File: config.mk
export PLATFORM = sky130hd
export DESIGN_NAME = uart_rx_param
export DESIGN_NICKNAME = d
export VERILOG_FILES = /design/src/rtl/uart_pkg.sv /design/src/rtl/uart_sync2.sv /design/src/rtl/uart_rx_param.sv
export SDC_FILE = /design/constraint.sdc
export NUM_CORES = 1
export LEC_CHECK = 0
export ABC_CLOCK_PERIOD_IN_PS = 2250
export BUFFER_PORTS_ARGS = -buffer_cell sky130_fd_sc_hd__buf_4
export CAP_MARGIN = 10
export CORE_ASPECT_RATIO = 0.75
export CORE_MARGIN = 2
export CORE_UTILIZATION = 45
export CTS_CLUSTER_DIAMETER = 60
export DETAILED_ROUTE_END_ITERATION = 10
export PLACE_DENSITY = 0.64
export REMOVE_ABC_BUFFERS = 1
export SYNTH_ARGS = -nofsm -noshare
export SYNTH_HDL_FRONTEND = slang
export SYNTH_SLANG_ARGS = --single-unit
File: constraint.sdc
create_clock -name clk -period 2.25 [get_ports clk]
set_input_delay 0.1125 -clock clk [delete_from_list [all_inputs] [get_ports clk]]
set_output_delay 0.1125 -clock clk [all_outputs]
set_load 0.02 [all_outputs]
File: src/rtl/uart_pkg.sv
`default_nettype none
// ============================================================================
// uart_pkg : parity modes, receiver FSM encoding and width helper
// Rev 1.0
// ============================================================================
package uart_pkg;

  localparam logic [1:0] PAR_NONE = 2'd0;
  localparam logic [1:0] PAR_ODD  = 2'd1;
  localparam logic [1:0] PAR_EVEN = 2'd2;

  localparam logic [2:0] IDLE   = 3'd0;
  localparam logic [2:0] START  = 3'd1;
  localparam logic [2:0] DATA   = 3'd2;
  localparam logic [2:0] PARITY = 3'd3;
  localparam logic [2:0] STOP   = 3'd4;
  localparam logic [2:0] DONE   = 3'd5;
  localparam logic [2:0] BREAK  = 3'd6;

  // Bits needed to hold values 0..value-1 (minimum 1).
  function automatic int clog2(input int value);
    int w;
    w = 1;
    for (int i = 0; i < 31; i++) begin
      if ((1 << i) < value) w = i + 1;
    end
    return w;
  endfunction

endpackage
`default_nettype wire

File: src/rtl/uart_sync2.sv
`default_nettype none
// ============================================================================
// uart_sync2 : two-flop synchroniser with configurable reset level
// Rev 1.0
// ============================================================================
module uart_sync2 #(
  parameter logic RESET_VAL = 1'b1
) (
  input  logic clk,
  input  logic rst,
  input  logic d,
  output logic q
);

  logic meta_q;
  logic sync_q;

  always_ff @(posedge clk or negedge rst) begin
    if (!rst) begin
      meta_q <= RESET_VAL;
      sync_q <= RESET_VAL;
    end else begin
      meta_q <= d;
      sync_q <= meta_q;
    end
  end

  assign q = sync_q;

endmodule
`default_nettype wire

File: src/rtl/uart_rx_param.sv
`default_nettype none
// ============================================================================
// uart_rx_param : parametrised UART receiver with error flags and handshake
// Rev 1.0
// ============================================================================
module uart_rx_param #(
  parameter int CLKS_PER_BIT = 10,
  parameter int DATA_BITS    = 8,
  parameter int PARITY       = 0,
  parameter int STOP_BITS    = 1
) (
  input  logic                 clk,
  input  logic                 rst,
  input  logic                 rx,
  output logic [DATA_BITS-1:0] data_out,
  output logic                 valid,
  input  logic                 ready,
  output logic                 frame_err,
  output logic                 parity_err,
  output logic                 overrun,
  output logic                 busy
);

  import uart_pkg::*;

  localparam int                CNT_W       = clog2(CLKS_PER_BIT);
  localparam logic [CNT_W-1:0]  c_half_load = CNT_W'(CLKS_PER_BIT / 2 - 1);
  localparam logic [CNT_W-1:0]  c_full_load = CNT_W'(CLKS_PER_BIT - 1);
  localparam logic [3:0]        c_last_data = 4'(DATA_BITS - 1);
  localparam logic [3:0]        c_last_stop = 4'(STOP_BITS - 1);

  logic                 rx_s;
  logic [2:0]           state_q, state_d;
  logic [CNT_W-1:0]     cnt_q, cnt_d;
  logic [3:0]           bit_q, bit_d;
  logic [DATA_BITS-1:0] shift_q, shift_d;
  logic                 par_acc_q, par_acc_d;
  logic                 fe_acc_q, fe_acc_d;
  logic [DATA_BITS-1:0] data_q, data_d;
  logic                 valid_q, valid_d;
  logic                 ferr_q, ferr_d;
  logic                 perr_q, perr_d;
  logic                 ovr_q, ovr_d;
  logic                 commit_w;
  logic                 tick_w;
  logic                 par_err_w;

  uart_sync2 #(
    .RESET_VAL (1'b1)
  ) u_sync (
    .clk (clk),
    .rst (rst),
    .d   (rx),
    .q   (rx_s)
  );

  assign tick_w = (cnt_q == '0);

  // par_acc holds the XOR of data bits and the received parity bit.
  generate
    if (PARITY == int'(PAR_ODD)) begin : g_par_odd
      assign par_err_w = ~par_acc_q;
    end else if (PARITY == int'(PAR_EVEN)) begin : g_par_even
      assign par_err_w = par_acc_q;
    end else begin : g_par_none
      assign par_err_w = 1'b0;
    end
  endgenerate

  always_comb begin
    state_d   = state_q;
    cnt_d     = cnt_q;
    bit_d     = bit_q;
    shift_d   = shift_q;
    par_acc_d = par_acc_q;
    fe_acc_d  = fe_acc_q;
    commit_w  = 1'b0;
    case (state_q)
      IDLE: begin
        if (!rx_s) begin
          state_d   = START;
          cnt_d     = c_half_load;
          bit_d     = '0;
          par_acc_d = 1'b0;
          fe_acc_d  = 1'b0;
        end
      end
      START: begin
        if (tick_w) begin
          state_d = rx_s ? IDLE : DATA;
          cnt_d   = c_full_load;
        end else begin
          cnt_d = cnt_q - 1'b1;
        end
      end
      DATA: begin
        if (tick_w) begin
          shift_d   = {rx_s, shift_q[DATA_BITS-1:1]};
          par_acc_d = par_acc_q ^ rx_s;
          cnt_d     = c_full_load;
          if (bit_q == c_last_data) begin
            bit_d   = '0;
            state_d = (PARITY != 0) ? uart_pkg::PARITY : STOP;
          end else begin
            bit_d = bit_q + 1'b1;
          end
        end else begin
          cnt_d = cnt_q - 1'b1;
        end
      end
      uart_pkg::PARITY: begin
        if (tick_w) begin
          par_acc_d = par_acc_q ^ rx_s;
          cnt_d     = c_full_load;
          bit_d     = '0;
          state_d   = STOP;
        end else begin
          cnt_d = cnt_q - 1'b1;
        end
      end
      STOP: begin
        if (tick_w) begin
          if (!rx_s) fe_acc_d = 1'b1;
          cnt_d = c_full_load;
          if (bit_q == c_last_stop) begin
            state_d = DONE;
          end else begin
            bit_d = bit_q + 1'b1;
          end
        end else begin
          cnt_d = cnt_q - 1'b1;
        end
      end
      DONE: begin
        commit_w = 1'b1;
        // A low line after a bad stop is a break; hold off until it releases.
        state_d  = (fe_acc_q && !rx_s) ? BREAK : IDLE;
      end
      BREAK: begin
        if (rx_s) state_d = IDLE;
      end
      default: state_d = IDLE;
    endcase
  end

  // Handshake is evaluated first, so an accept frees the slot for a commit.
  always_comb begin
    data_d  = data_q;
    valid_d = valid_q;
    ferr_d  = ferr_q;
    perr_d  = perr_q;
    ovr_d   = 1'b0;
    if (commit_w && (!valid_q || ready)) begin
      data_d  = shift_q;
      ferr_d  = fe_acc_q;
      perr_d  = par_err_w;
      valid_d = 1'b1;
    end else if (commit_w) begin
      ovr_d = 1'b1;
    end else if (valid_q && ready) begin
      valid_d = 1'b0;
    end
  end

  always_ff @(posedge clk or negedge rst) begin
    if (!rst) begin
      state_q   <= IDLE;
      cnt_q     <= '0;
      bit_q     <= '0;
      shift_q   <= '0;
      par_acc_q <= 1'b0;
      fe_acc_q  <= 1'b0;
      data_q    <= '0;
      valid_q   <= 1'b0;
      ferr_q    <= 1'b0;
      perr_q    <= 1'b0;
      ovr_q     <= 1'b0;
    end else begin
      state_q   <= state_d;
      cnt_q     <= cnt_d;
      bit_q     <= bit_d;
      shift_q   <= shift_d;
      par_acc_q <= par_acc_d;
      fe_acc_q  <= fe_acc_d;
      data_q    <= data_d;
      valid_q   <= valid_d;
      ferr_q    <= ferr_d;
      perr_q    <= perr_d;
      ovr_q     <= ovr_d;
    end
  end

  assign data_out   = data_q;
  assign valid      = valid_q;
  assign frame_err  = ferr_q;
  assign parity_err = perr_q;
  assign overrun    = ovr_q;
  assign busy       = (state_q != IDLE);

endmodule
`default_nettype wire

==> reports/qor.yml <==
cp.arrival_ns: 2.19
max_clock_freq_mhz: 493
nFillCells: 336
grt_pass1_vias: 1063
netlist_instances: 151
buffer_type_at_the_clock_tree_root: "sky130_fd_sc_hd__clkbuf_8"
post_drt_wl_per_cell_um: 13.5
synth_area_per_cell_sq_um: 11.1
area_of_the_core_sq_um: 3610
cpLargestDelayFamily: "simple AND/OR/NAND/NOR gates"
crit_chain: "inv_1 > ha_1 > or3b_1 > or3_4 > mux2_4"
slew_headroom_pct: 61.9
final_sum_of_negative_setup_slack_ns: 0
tritoncts: "built"
groute.usage.overall_pct: 16.5
largest_stage_delay_on_the_critical_path_ns: 0.47
power_report.internal_total_mw: 1.41
postCtsHoldBufs: 2
first_pass_iters: 4
floorplan.die_area_sq_um: 4220
total_count_of_max_transition_violations_in_the_final_report: 0
floorplan.initialDensity_pct: 46.2
drt-total-wl_um: 2980
synth_top_area_share_pct: 46.4
synthTopCellsByArea: "sky130_fd_sc_hd__dfrtp_1, sky130_fd_sc_hd__mux2_4, sky130_fd_sc_hd__mux2_2, sky130_fd_sc_hd__dfstp_2, sky130_fd_sc_hd__nand2_1"
leak_pwr_nw: 0.908
worst_ep_required_ns: 2.41
max_cap_violations: 0
placedCellCount: 211
power.clock.fraction_pct: 25.7
pin_count_of_the_biggest_net_entering_global_routing: 34
vias_per_cell: 5.15
async_reset_ff_share_pct: 100
place.detailed.hpwl_um: 2120
layout_cell_share_with_drive_strength_beyond_1_pct: 27.2
synth_area_leader_cell: "sky130_fd_sc_hd__dfrtp_1"
worstSetupPathType: "flop to flop"
synth_warnings: 0
worst_tran_pin_value_ns: 0.567
clkLatencyLatePin_ns: 0.28
global_route_wire_length_before_repair_um: 5150
grt_overflow_total: 0
drc: 0
leading_cell_type_by_number_of_instances_after_synthesis: "sky130_fd_sc_hd__dfrtp_1"
postLayoutSetupSlackWorst_ns: 0.220
run_status: "complete, no violations"
place.gp.congestion: 0.844
vdd_drop_max_v: 0.000619
cts.htree.levels: 2
fin_worst_hold_slack_ns: 0.114
chipHeight_um: 56.8
synth_cell_type_count: 42
cts-buffers-inserted: 5
tritoncts_num_sinks: 33
timing.critical_path.from_type: "flop"
placed_cell_area_sq_um: 1800
p_total_mw: 2.20
hold_violations: 0
synth_sequential_area_ratio_pct: 49.6
grt_setup_unrepaired: "no"
hp-class: "primary input to flop"
ys_ff_latch: 33
cp-end-kind: "flop"
diodes: 0
port-buffer-count: 15
io_pins: 17
clk_pin_slew_ns: 0.07
detail_route.iter0.violations: 72
fin_skew_ns: 0.00265
post_cts_resized: 0
cts_buffer_depth: 2
finalNonFillerCells: 221
final_core_util_pct: 53.6
post_synth_most_frequent_cells: "sky130_fd_sc_hd__dfrtp_1, sky130_fd_sc_hd__nand2_1, sky130_fd_sc_hd__mux2_2"
count_of_flip_flops_with_a_built_in_enable_after_synthesis: 0
dr_total_vias: 1138
power.share.switching_pct: 36.1
timing.critical_path.slowest_stage_cell: "sky130_fd_sc_hd__or3_4"
power_density_nw_per_um2: 1140
net-switching-power_uw: 794
ant_nets: 0
timing.final.crit_period_ns: 2.03
initial_antenna_violation_count: 0
finalInstanceArea_sq_um: 1940
syn_area_sq_um: 1670
post-cts-setup-buffers: 0
num_rows: 19
pwr-share-seq_pct: 38.0
dominant_register_cell_in_the_synthesized_netlist: "sky130_fd_sc_hd__dfrtp_1"
path_max_fanout: 9
final_nets: 175
setup_viol_count_final: 0
timing.critical_path.buf_inv: 1
die_x_um: 74.4
comb_power_share_pct: 36.3
area_growth_syn_to_layout_pct: 16.0
final_min_period_over_clock_period_pct: 90.2
post-place-ws_ns: 0.217
## final timing paths
kind                                               from                endpoint  slack [ns]  cells after the start
worst max-delay path               cnt_q[0]$_DFFE_PN0P_  shift_q[4]$_DFFE_PN0P_        0.22                      5
worst min-delay path                              ready       overrun$_DFF_PN0_        0.11                      3
worst max register to register     cnt_q[0]$_DFFE_PN0P_  shift_q[4]$_DFFE_PN0P_        0.22                      5
worst min register to register  u_sync.meta_q$_DFF_PN1_      u_sync.q$_DFF_PN1_        0.36                      0
max in group asynchronous                           rst      u_sync.q$_DFF_PN1_        1.61                      2
min in group asynchronous                           rst    bit_q[1]$_DFFE_PN0P_        0.31                      2
## kinds of logic after synthesis
| family | Yosys count | synth area share (%) |
|---|---|---|
| and+or+nand+nor | 45 | 14.5 |
| DFF | 33 | 49.6 |
| other | 1 | 0.225 |
| adders and majority gates | 3 | 2.25 |
| buffers and inverters | 16 | 5.47 |
| AOI/OAI and AO/OA | 33 | 13.3 |
| muxes | 18 | 13.6 |
| xor gates and xnor gates | 2 | 1.05 |
## layout by cell type, fill, tap and decap left out, types with 2 or more instances in the layout
cell type                        n
sky130_fd_sc_hd__a21oi_1         5
sky130_fd_sc_hd__a311oi_1        2
sky130_fd_sc_hd__a31oi_1         3
sky130_fd_sc_hd__and3_1          2
sky130_fd_sc_hd__buf_4          18
sky130_fd_sc_hd__clkbuf_8        6
sky130_fd_sc_hd__dfrtp_1        31
sky130_fd_sc_hd__dfstp_2         2
sky130_fd_sc_hd__dlygate4sd3_1   2
sky130_fd_sc_hd__ha_1            3
sky130_fd_sc_hd__inv_1           6
sky130_fd_sc_hd__mux2_2          9
sky130_fd_sc_hd__mux2_4          7
sky130_fd_sc_hd__mux2i_1         2
sky130_fd_sc_hd__nand2_1        12
sky130_fd_sc_hd__nand2b_1        4
sky130_fd_sc_hd__nand3_1         3
sky130_fd_sc_hd__nand3b_1        4
sky130_fd_sc_hd__nor2_1          6
sky130_fd_sc_hd__nor2b_1         4
sky130_fd_sc_hd__nor3_1          3
sky130_fd_sc_hd__o211ai_1        5
sky130_fd_sc_hd__o21ai_0         6
sky130_fd_sc_hd__o22ai_1         2
sky130_fd_sc_hd__o31ai_1         2
sky130_fd_sc_hd__or3_1           2
sky130_fd_sc_hd__xnor2_1         2
## worst reg2reg max path: stages (launching register included)
cell and delay (ns):
sky130_fd_sc_hd__dfrtp_1 0.43, sky130_fd_sc_hd__inv_1 0.09, sky130_fd_sc_hd__ha_1 0.23, sky130_fd_sc_hd__or3b_1 0.38
sky130_fd_sc_hd__or3_4 0.47, sky130_fd_sc_hd__mux2_4 0.32
## power by group through the flow
stage	registers [mW]	logic [mW]	clock network [mW]
finish	0.837	0.799	0.565
detailed placement	0.847	0.797	0
floorplan	0.839	0.551	0
global placement	0.839	0.770	0
CTS	0.836	0.804	0.582
global route	0.866	0.893	0.613
## flip-flops by register name (all words and copies together) (netlist names)
signal and count:
bit_q 4, cnt_q 4, data_out 8, fe_acc_q 1
frame_err 1, overrun 1, shift_q 8, state_q 3
u_sync.meta_q 1, u_sync.q 1, valid 1
## metal layers
layer | part of all wire (%) | vias to the layer above | global-route usage, %
met3 | 2.9 | 5 | 4.85
li1 | - | 569 | -
met4 | 1.7 | 0 | 6.89
met5 | 0 | - | 0
met2 | 42 | 20 | 21.0
met1 | 53 | 544 | 25.6
## area by class of cell
cell class | instances | area, sq um | share of cell area (%)
sequential | 33 | 828 | 42.7
multi-input combinational | 102 | 751 | 38.7
timing repair buffer | 20 | 155 | 8.01
clock buffer | 7 | 86.3 | 4.45
tap | 52 | 65.1 | 3.36
clock inverter | 1 | 30.0 | 1.55
inverter | 6 | 22.5 | 1.16
Power figures use the tool's default switching activity.
